$ cat src/rtl/fan_pkg.sv
// ---------------------------------------------------------------------------
// fan_pkg
// Shared types and constants for the fan PWM path. The timebase and the
// downstream comparator both take their default PERIOD / PRESCALE from here,
// so that the duty thresholds always match the counter modulus.
//
// Contents:
//   fan_level_e     - applied fan level (off / 33% / 66% / 99%)
//   fan_state_e     - timebase run-control state
//   FAN_*_DEF       - default PWM period, prescale and counter width
//   level_ramp_step - one soft-start step from the current level toward a target
// ---------------------------------------------------------------------------
package fan_pkg;

    typedef enum logic [1:0] {
        FAN_OFF = 2'd0,
        FAN_33  = 2'd1,
        FAN_66  = 2'd2,
        FAN_99  = 2'd3
    } fan_level_e;

    typedef enum logic [1:0] {
        ST_IDLE     = 2'd0,
        ST_RUN      = 2'd1,
        ST_STOPPING = 2'd2
    } fan_state_e;

    localparam int FAN_PRESCALE_DEF = 100;
    localparam int FAN_PERIOD_DEF   = 1000;
    localparam int FAN_CNT_W_DEF    = 10;

    // Rising by more than one level is limited to a single step; anything
    // else (hold, +1, any decrease) lands on the target directly.
    function automatic logic [1:0] level_ramp_step(input logic [1:0] cur,
                                                   input logic [1:0] target);
        logic [2:0] cur_plus_one;
        cur_plus_one = {1'b0, cur} + 3'd1;
        if ({1'b0, target} > cur_plus_one)
            return cur + 2'd1;
        return target;
    endfunction

endpackage

$ cat src/rtl/fan_prescaler.sv
// ---------------------------------------------------------------------------
// fan_prescaler
// Divides the system clock down to the PWM counter increment rate. Counts
// 0..PRESCALE-1 while enabled and pulses tick during the terminal-count
// cycle. Held at 0 whenever disabled, so a fresh enable always starts a
// full prescale interval.
//
// Ports:
//   clk     in  system clock
//   reset   in  synchronous, active-high reset
//   enable  in  count enable (timebase is running or stopping)
//   tick    out high for the cycle in which the prescaler is at terminal count
// ---------------------------------------------------------------------------
module fan_prescaler
    import fan_pkg::*;
#(
    parameter int PRESCALE = FAN_PRESCALE_DEF
) (
    input  logic clk,
    input  logic reset,
    input  logic enable,
    output logic tick
);

    localparam int PS_W = (PRESCALE > 1) ? $clog2(PRESCALE) : 1;
    localparam logic [PS_W-1:0] PS_LAST = PS_W'(PRESCALE - 1);

    logic [PS_W-1:0] count_q;

    assign tick = enable && (count_q == PS_LAST);

    always_ff @(posedge clk) begin
        if (reset) begin
            count_q <= '0;
        end else if (!enable || tick) begin
            count_q <= '0;
        end else begin
            count_q <= count_q + PS_W'(1);
        end
    end

endmodule

$ cat src/rtl/fan_pwm_timebase.sv
// ---------------------------------------------------------------------------
// fan_pwm_timebase
// Free-running PWM timebase for the fan comparator stage. Produces the
// counter (0..PERIOD-1), an increment tick, a period-start strobe, and the
// fan level currently applied. Level requests are captured at any time but
// only take effect at a period boundary so the fan output never glitches
// mid-period.
//
// Build option:
//   FAN_SOFTSTART_EN - when defined, upward level changes of more than one
//                      step ramp by one level per period.
//
// Ports:
//   i_clk           in  system clock
//   i_reset         in  synchronous, active-high reset
//   i_en            in  run request (level-sensitive)
//   i_level_valid   in  qualifies i_level_req for one cycle
//   i_level_req     in  requested level (0=off, 1=33%, 2=66%, 3=99%)
//   o_counter       out PWM counter
//   o_tick          out one-cycle pulse per counter increment
//   o_period_start  out one-cycle pulse in the cycle the counter shows 0
//   o_level         out level currently applied
//   o_running       out high in RUN or STOPPING
//
// state    | meaning
// ---------+-----------------------------------------------------------
// IDLE     | stopped; counter, prescaler and level held at 0
// RUN      | counting; level follows the pending request at each wrap
// STOPPING | run request dropped; finish current period, then go IDLE
// ---------------------------------------------------------------------------
module fan_pwm_timebase
    import fan_pkg::*;
#(
    parameter int PRESCALE = FAN_PRESCALE_DEF,
    parameter int PERIOD   = FAN_PERIOD_DEF,
    parameter int CNT_W    = FAN_CNT_W_DEF
) (
    input  logic             i_clk,
    input  logic             i_reset,
    input  logic             i_en,
    input  logic             i_level_valid,
    input  logic [1:0]       i_level_req,
    output logic [CNT_W-1:0] o_counter,
    output logic             o_tick,
    output logic             o_period_start,
    output logic [1:0]       o_level,
    output logic             o_running
);

    localparam logic [CNT_W-1:0] CNT_LAST = CNT_W'(PERIOD - 1);

    fan_state_e       state_q, state_d;
    logic [CNT_W-1:0] counter_q, counter_d;
    logic [1:0]       level_q, level_d;
    logic [1:0]       pend_q, pend_next;
    logic [1:0]       level_applied;
    logic             period_start_q, period_start_d;
    logic             active;
    logic             tick;
    logic             wrap;

    assign active = (state_q != ST_IDLE);

    fan_prescaler #(
        .PRESCALE (PRESCALE)
    ) u_prescaler (
        .clk    (i_clk),
        .reset  (i_reset),
        .enable (active),
        .tick   (tick)
    );

    assign wrap = tick && (counter_q == CNT_LAST);

    // A request arriving in the same cycle as a wrap (or an IDLE exit) is
    // used immediately rather than waiting a whole period.
    assign pend_next = i_level_valid ? i_level_req : pend_q;

`ifdef FAN_SOFTSTART_EN
    // level_q is 0 in IDLE, so entry from IDLE uses the same step rule.
    assign level_applied = level_ramp_step(level_q, pend_next);
`else
    assign level_applied = pend_next;
`endif

    always_comb begin
        state_d        = state_q;
        counter_d      = counter_q;
        level_d        = level_q;
        period_start_d = 1'b0;

        if (tick) begin
            counter_d = wrap ? '0 : counter_q + CNT_W'(1);
            if (wrap) begin
                period_start_d = 1'b1;
                level_d        = level_applied;
            end
        end

        case (state_q)
            ST_IDLE: begin
                counter_d = '0;
                level_d   = 2'd0;
                if (i_en) begin
                    state_d        = ST_RUN;
                    level_d        = level_applied;
                    period_start_d = 1'b1;
                end
            end
            ST_RUN: begin
                if (!i_en)
                    state_d = ST_STOPPING;
            end
            ST_STOPPING: begin
                // Reasserting the run request wins over the wrap, so the
                // timebase simply carries on as if it had never stopped.
                if (i_en) begin
                    state_d = ST_RUN;
                end else if (wrap) begin
                    state_d        = ST_IDLE;
                    counter_d      = '0;
                    level_d        = 2'd0;
                    period_start_d = 1'b0;
                end
            end
            default: begin
                state_d = ST_IDLE;
            end
        endcase
    end

    always_ff @(posedge i_clk) begin
        if (i_reset) begin
            state_q        <= ST_IDLE;
            counter_q      <= '0;
            level_q        <= 2'd0;
            pend_q         <= 2'd0;
            period_start_q <= 1'b0;
        end else begin
            state_q        <= state_d;
            counter_q      <= counter_d;
            level_q        <= level_d;
            pend_q         <= pend_next;
            period_start_q <= period_start_d;
        end
    end

    assign o_counter      = counter_q;
    assign o_tick         = tick;
    assign o_period_start = period_start_q;
    assign o_level        = level_q;
    assign o_running      = active;

endmodule

$ cat config.mk
export PLATFORM = sky130hd
export DESIGN_NAME = fan_pwm_timebase
export DESIGN_NICKNAME = d
export VERILOG_FILES = /design/src/rtl/fan_pkg.sv /design/src/rtl/fan_prescaler.sv /design/src/rtl/fan_pwm_timebase.sv
export SDC_FILE = /design/constraint.sdc
export NUM_CORES = 1
export LEC_CHECK = 0
export BUFFER_PORTS_ARGS = -buffer_cell sky130_fd_sc_hd__buf_4
export CAP_MARGIN = 20
export CELL_PAD_IN_SITES_DETAIL_PLACEMENT = 1
export CELL_PAD_IN_SITES_GLOBAL_PLACEMENT = 2
export CORE_MARGIN = 2
export CORE_UTILIZATION = 34
export CTS_BUF_LIST = sky130_fd_sc_hd__clkbuf_4 sky130_fd_sc_hd__clkbuf_8
export CTS_CLUSTER_DIAMETER = 100
export DETAILED_ROUTE_END_ITERATION = 16
export GPL_TIMING_DRIVEN = 0
export PLACE_DENSITY = 0.89
export SLEW_MARGIN = 10
export SYNTH_ARGS = -nofsm -noshare
export SYNTH_HDL_FRONTEND = slang
export SYNTH_HIERARCHICAL = 1
export SYNTH_SLANG_ARGS = --single-unit
export TNS_END_PERCENT = 1
$ cat constraint.sdc
create_clock -name i_clk -period 3.1 [get_ports i_clk]
set_clock_uncertainty 0.05 [all_clocks]
set_input_delay 0.155 -clock i_clk [delete_from_list [all_inputs] [get_ports i_clk]]
set_output_delay 0.155 -clock i_clk [all_outputs]
set_load 0.02 [all_outputs]
==> run summary <==
========================================================================================
Pwr Total                                                                         518 µW
Ant diodes                                                                             0
Sequential share of the synthesized area                                           0.453
Number of gates on the worst path with buffers counted                                 8
Worst flop-to-flop path startpoint                                          u_prescaler/count_q[0]$_SDFF_PP0_
I/O pin total                                                                         21
Worst-Skew Late Latency                                                           310 ps
Crit-path slowest cell                                                      sky130_fd_sc_hd__or4_4
Unrepaired setup endpoints after global routing                                    false
Number of detailed-routing iterations run before antenna repair                        4
Total half-perimeter wirelength after legalization and detailed placement        1900 µm
Slew margin rel.                                                                   0.640
Delay of the slowest cell on the worst path                                       540 ps
Design internal power                                                             403 µW
Core region area                                                                3000 µm²
Global placement routability congestion                                            0.757
Run status                                                                  finished, final reports clean
Post-detailed-route count of antenna-violating nets                                    0
Net Sw Power                                                                      115 µW
Largest buffer count on any clock path                                                 2
Worst Setup Start Kind                                                              flop
Number of maximum-capacitance constraint violations                                    0
Wire length after detailed routing                                               2400 µm
Worst Path Max Fanout                                                                  9
Largest voltage drop on the vdd net                                             0.212 mV
First element of the critical path                                          u_prescaler/count_q[0]$_SDFF_PP0_
Top achievable clock speed                                                       375 MHz
Warnings from Yosys                                                                    6
Die span in x                                                                    59.8 µm
1st-iter DRT viols                                                                    15
Fraction of final layout cells sized beyond drive strength 1                       0.236
Arrival time at the worst endpoint                                               2820 ps
Worst-margin pin slew                                                             537 ps
Total global routing overflow                                                          0
Crit path max-delay family                                                  simple AND/OR/NAND/NOR gates
Via count                                                                            885
Clock power frac                                                                   0.313
Starting density of the core                                                       0.353
Critical setup path kind                                                    flop to flop
Unique cell type count in the Yosys netlist                                           34
Setup TNS Final                                                                     0 ps
Switching share of power                                                           0.222
Min cycle time layout                                                            2670 ps
Via count of the first global-routing pass                                           932
Die Ht                                                                           59.8 µm
Endpoint kind of the worst setup timing path                                        flop
Final Max Slew Viols                                                                   0
Count of buffering cells on the critical path with inverters included                  1
Total count of hold-check failures in the final report                                 0
Ratio of routed vias to standard cells                                              5.12
Maximum number of pins on one net before global-route repair                          14
Number of DRC violations after detailed routing                                        0
Cells along the critical path                                               ha_1 -> nand4bb_2 -> nor3_2 -> nand3_2 -> or4_4 -> buf_6 -> nand2b_1 -> nor2_1
Count of mapped cells out of synthesis                                               114
Commonest cells after routing, fill and taps aside                          24 x sky130_fd_sc_hd__dfxtp_1, 20 x sky130_fd_sc_hd__nor2_1, 20 x sky130_fd_sc_hd__buf_4
Die Area                                                                        3580 µm²
Global-route wire length before repair                                           4170 µm
Start point of the worst min-delay path                                     i_level_req[1]
Clock Sinks                                                                           24
Flop-to-flop setup slack                                                          430 ps
Average cell area after synthesis                                               9.30 µm²
Number of register bits inferred by synthesis                                         24
Share of total power in combinational logic                                        0.074
Logic depth of the worst register-to-register path                                     8
PwrDens                                                                       395 nW/µm²
Worst hold path class                                                       primary input to flop
Leakage power                                                                   0.502 nW
Fraction of the cycle the final worst path needs                                   0.861
Number of antenna violations at the first check in global routing                      0
Top cell type's share of synthesized area                                          0.453
Nets in the synthesized netlist                                                      122
Sequential cell fraction of total power                                            0.613
Cells taking the most area after synthesis                                  sky130_fd_sc_hd__dfxtp_1 45%, sky130_fd_sc_hd__nor2_1 7.1%, sky130_fd_sc_hd__xor2_1 5.0%
CTS root buffer                                                             sky130_fd_sc_hd__clkbuf_4
Global-route total usage across every layer                                        0.152
Cell row count                                                                        20
Dpl ws                                                                            174 ps
Layout area overhead                                                               23.8%
Worst Hold Slack                                                                 97.3 ps
Final critical-path setup slack                                                   430 ps
Clk slew on worst S/H paths                                                       130 ps
Leading cell type in the layout, fill and taps excluded                     sky130_fd_sc_hd__dfxtp_1
Inserted Clock Buffers                                                                 3
Final net count                                                                      149
H-tree depth reported by CTS                                                           1
Number of setup violations in the final report                                         0
CTS tree                                                                            done
Port Buffer Count                                                                     20
Synth area leader                                                           sky130_fd_sc_hd__dfxtp_1
CP required                                                                      3250 ps
Hold Path Stages                                                                       3
Combined area of all synthesized cells                                          1060 µm²
Routed wirelength normalized by instance count                                   13.9 µm
========================================================================================
## kinds of logic after synthesis
group / share of synthesized area
and+or+nand+nor: 0.279
xor gates and xnor gates: 0.0909
muxes: 0.0378
buffers and inverters: 0.0283
DFF: 0.453
adders and majority gates: 0.0236
AOI/OAI and AO/OA: 0.0874
## final cells by class
type,count,area [µm²]
Buffer,2,15.0
Fill cell,362,1690
Multi-Input combinational cell,84,554
Clock buffer,4,36.3
Timing Repair Buffer,22,170
Sequential cell,24,480
Tap cell,33,41.3
Inverter,4,15.0
## power groups by stage
stage,sequential [mW],clock (mW),combinational [mW]
3_3_place_gp,0.324,0,0.0346
5_1_grt,0.319,0.184,0.0430
2_1_floorplan,0.326,0,0.0183
4_1_cts,0.318,0.171,0.0387
6_report,0.318,0.162,0.0383
3_5_place_dp,0.325,0,0.0366
## worst reg2reg max path: stages (launching register included)
cell and delay (ps):
sky130_fd_sc_hd__dfxtp_1 400, sky130_fd_sc_hd__ha_1 290, sky130_fd_sc_hd__nand4bb_2 180, sky130_fd_sc_hd__nor3_2 440, sky130_fd_sc_hd__nand3_2 160, sky130_fd_sc_hd__or4_4 540
sky130_fd_sc_hd__buf_6 150, sky130_fd_sc_hd__nand2b_1 240, sky130_fd_sc_hd__nor2_1 90
## sequential cells by signal, indices dropped and copies added, names as in the netlist
signal / flops
u_prescaler/count_q: 7
o_level: 2
state_q: 2
o_period_start: 1
pend_q: 2
o_counter: 10
## final timing paths
check	endpoint
max	o_counter[6]$_SDFF_PP0_
min	pend_q[1]$_SDFF_PP0_
max reg2reg	o_counter[6]$_SDFF_PP0_
min reg2reg	u_prescaler/count_q[0]$_SDFF_PP0_
## per-layer routing
| metal | vias to the layer above | GRT usage | part of all wire |
|---|---|---|---|
| met5 | - | 0 | 0 |
| met1 | 424 | 0.197 | 0.47 |
| met4 | 0 | 0.0381 | 0.0071 |
| li1 | 445 | - | - |
| met2 | 14 | 0.259 | 0.48 |
| met3 | 2 | 0.0260 | 0.041 |
## synthesized netlist by cell type, drive strengths merged
| master | count |
|---|---|
| a2111oi | 1 |
| nand4b | 1 |
| clkbuf | 1 |
| and4 | 2 |
| o22ai | 2 |
| o31ai | 1 |
| a211o | 1 |
| ha | 2 |
| a21oi | 5 |
| o21ai | 3 |
| nor2b | 1 |
| nand4bb | 1 |
| or2b | 1 |
| nand4 | 3 |
| nor3 | 2 |
| or3 | 2 |
| nand2 | 5 |
| buf | 1 |
| mux2i | 4 |
| nand3 | 6 |
| or4 | 1 |
| nand2b | 5 |
| xnor2 | 5 |
| inv | 4 |
| a211oi | 1 |
| xor2 | 6 |
| nand3b | 1 |
| and2b | 1 |
| or2 | 1 |
| dfxtp | 24 |
| nor2 | 20 |
## through the flow
step / area [µm²] / instances / utilization
after floorplan: 1060 / 114 / -
after global routing: 1310 / 173 / 0.437
after global placement: 1250 / 167 / 0.417
after CTS: 1310 / 173 / 0.435
after detailed placement: 1250 / 167 / 0.417
final: 1310 / 173 / 0.437
## repair_timing
action | 4_1_cts | 5_1_grt
setup buffers | 0 | 0
resized for setup | 0 | 1
hold buffers | 2 | 0
endpoints found under the hold margin | 3 | 0
setup endpoints to repair | 0 | 10
Note: power is estimated with default switching activity, not from simulation.
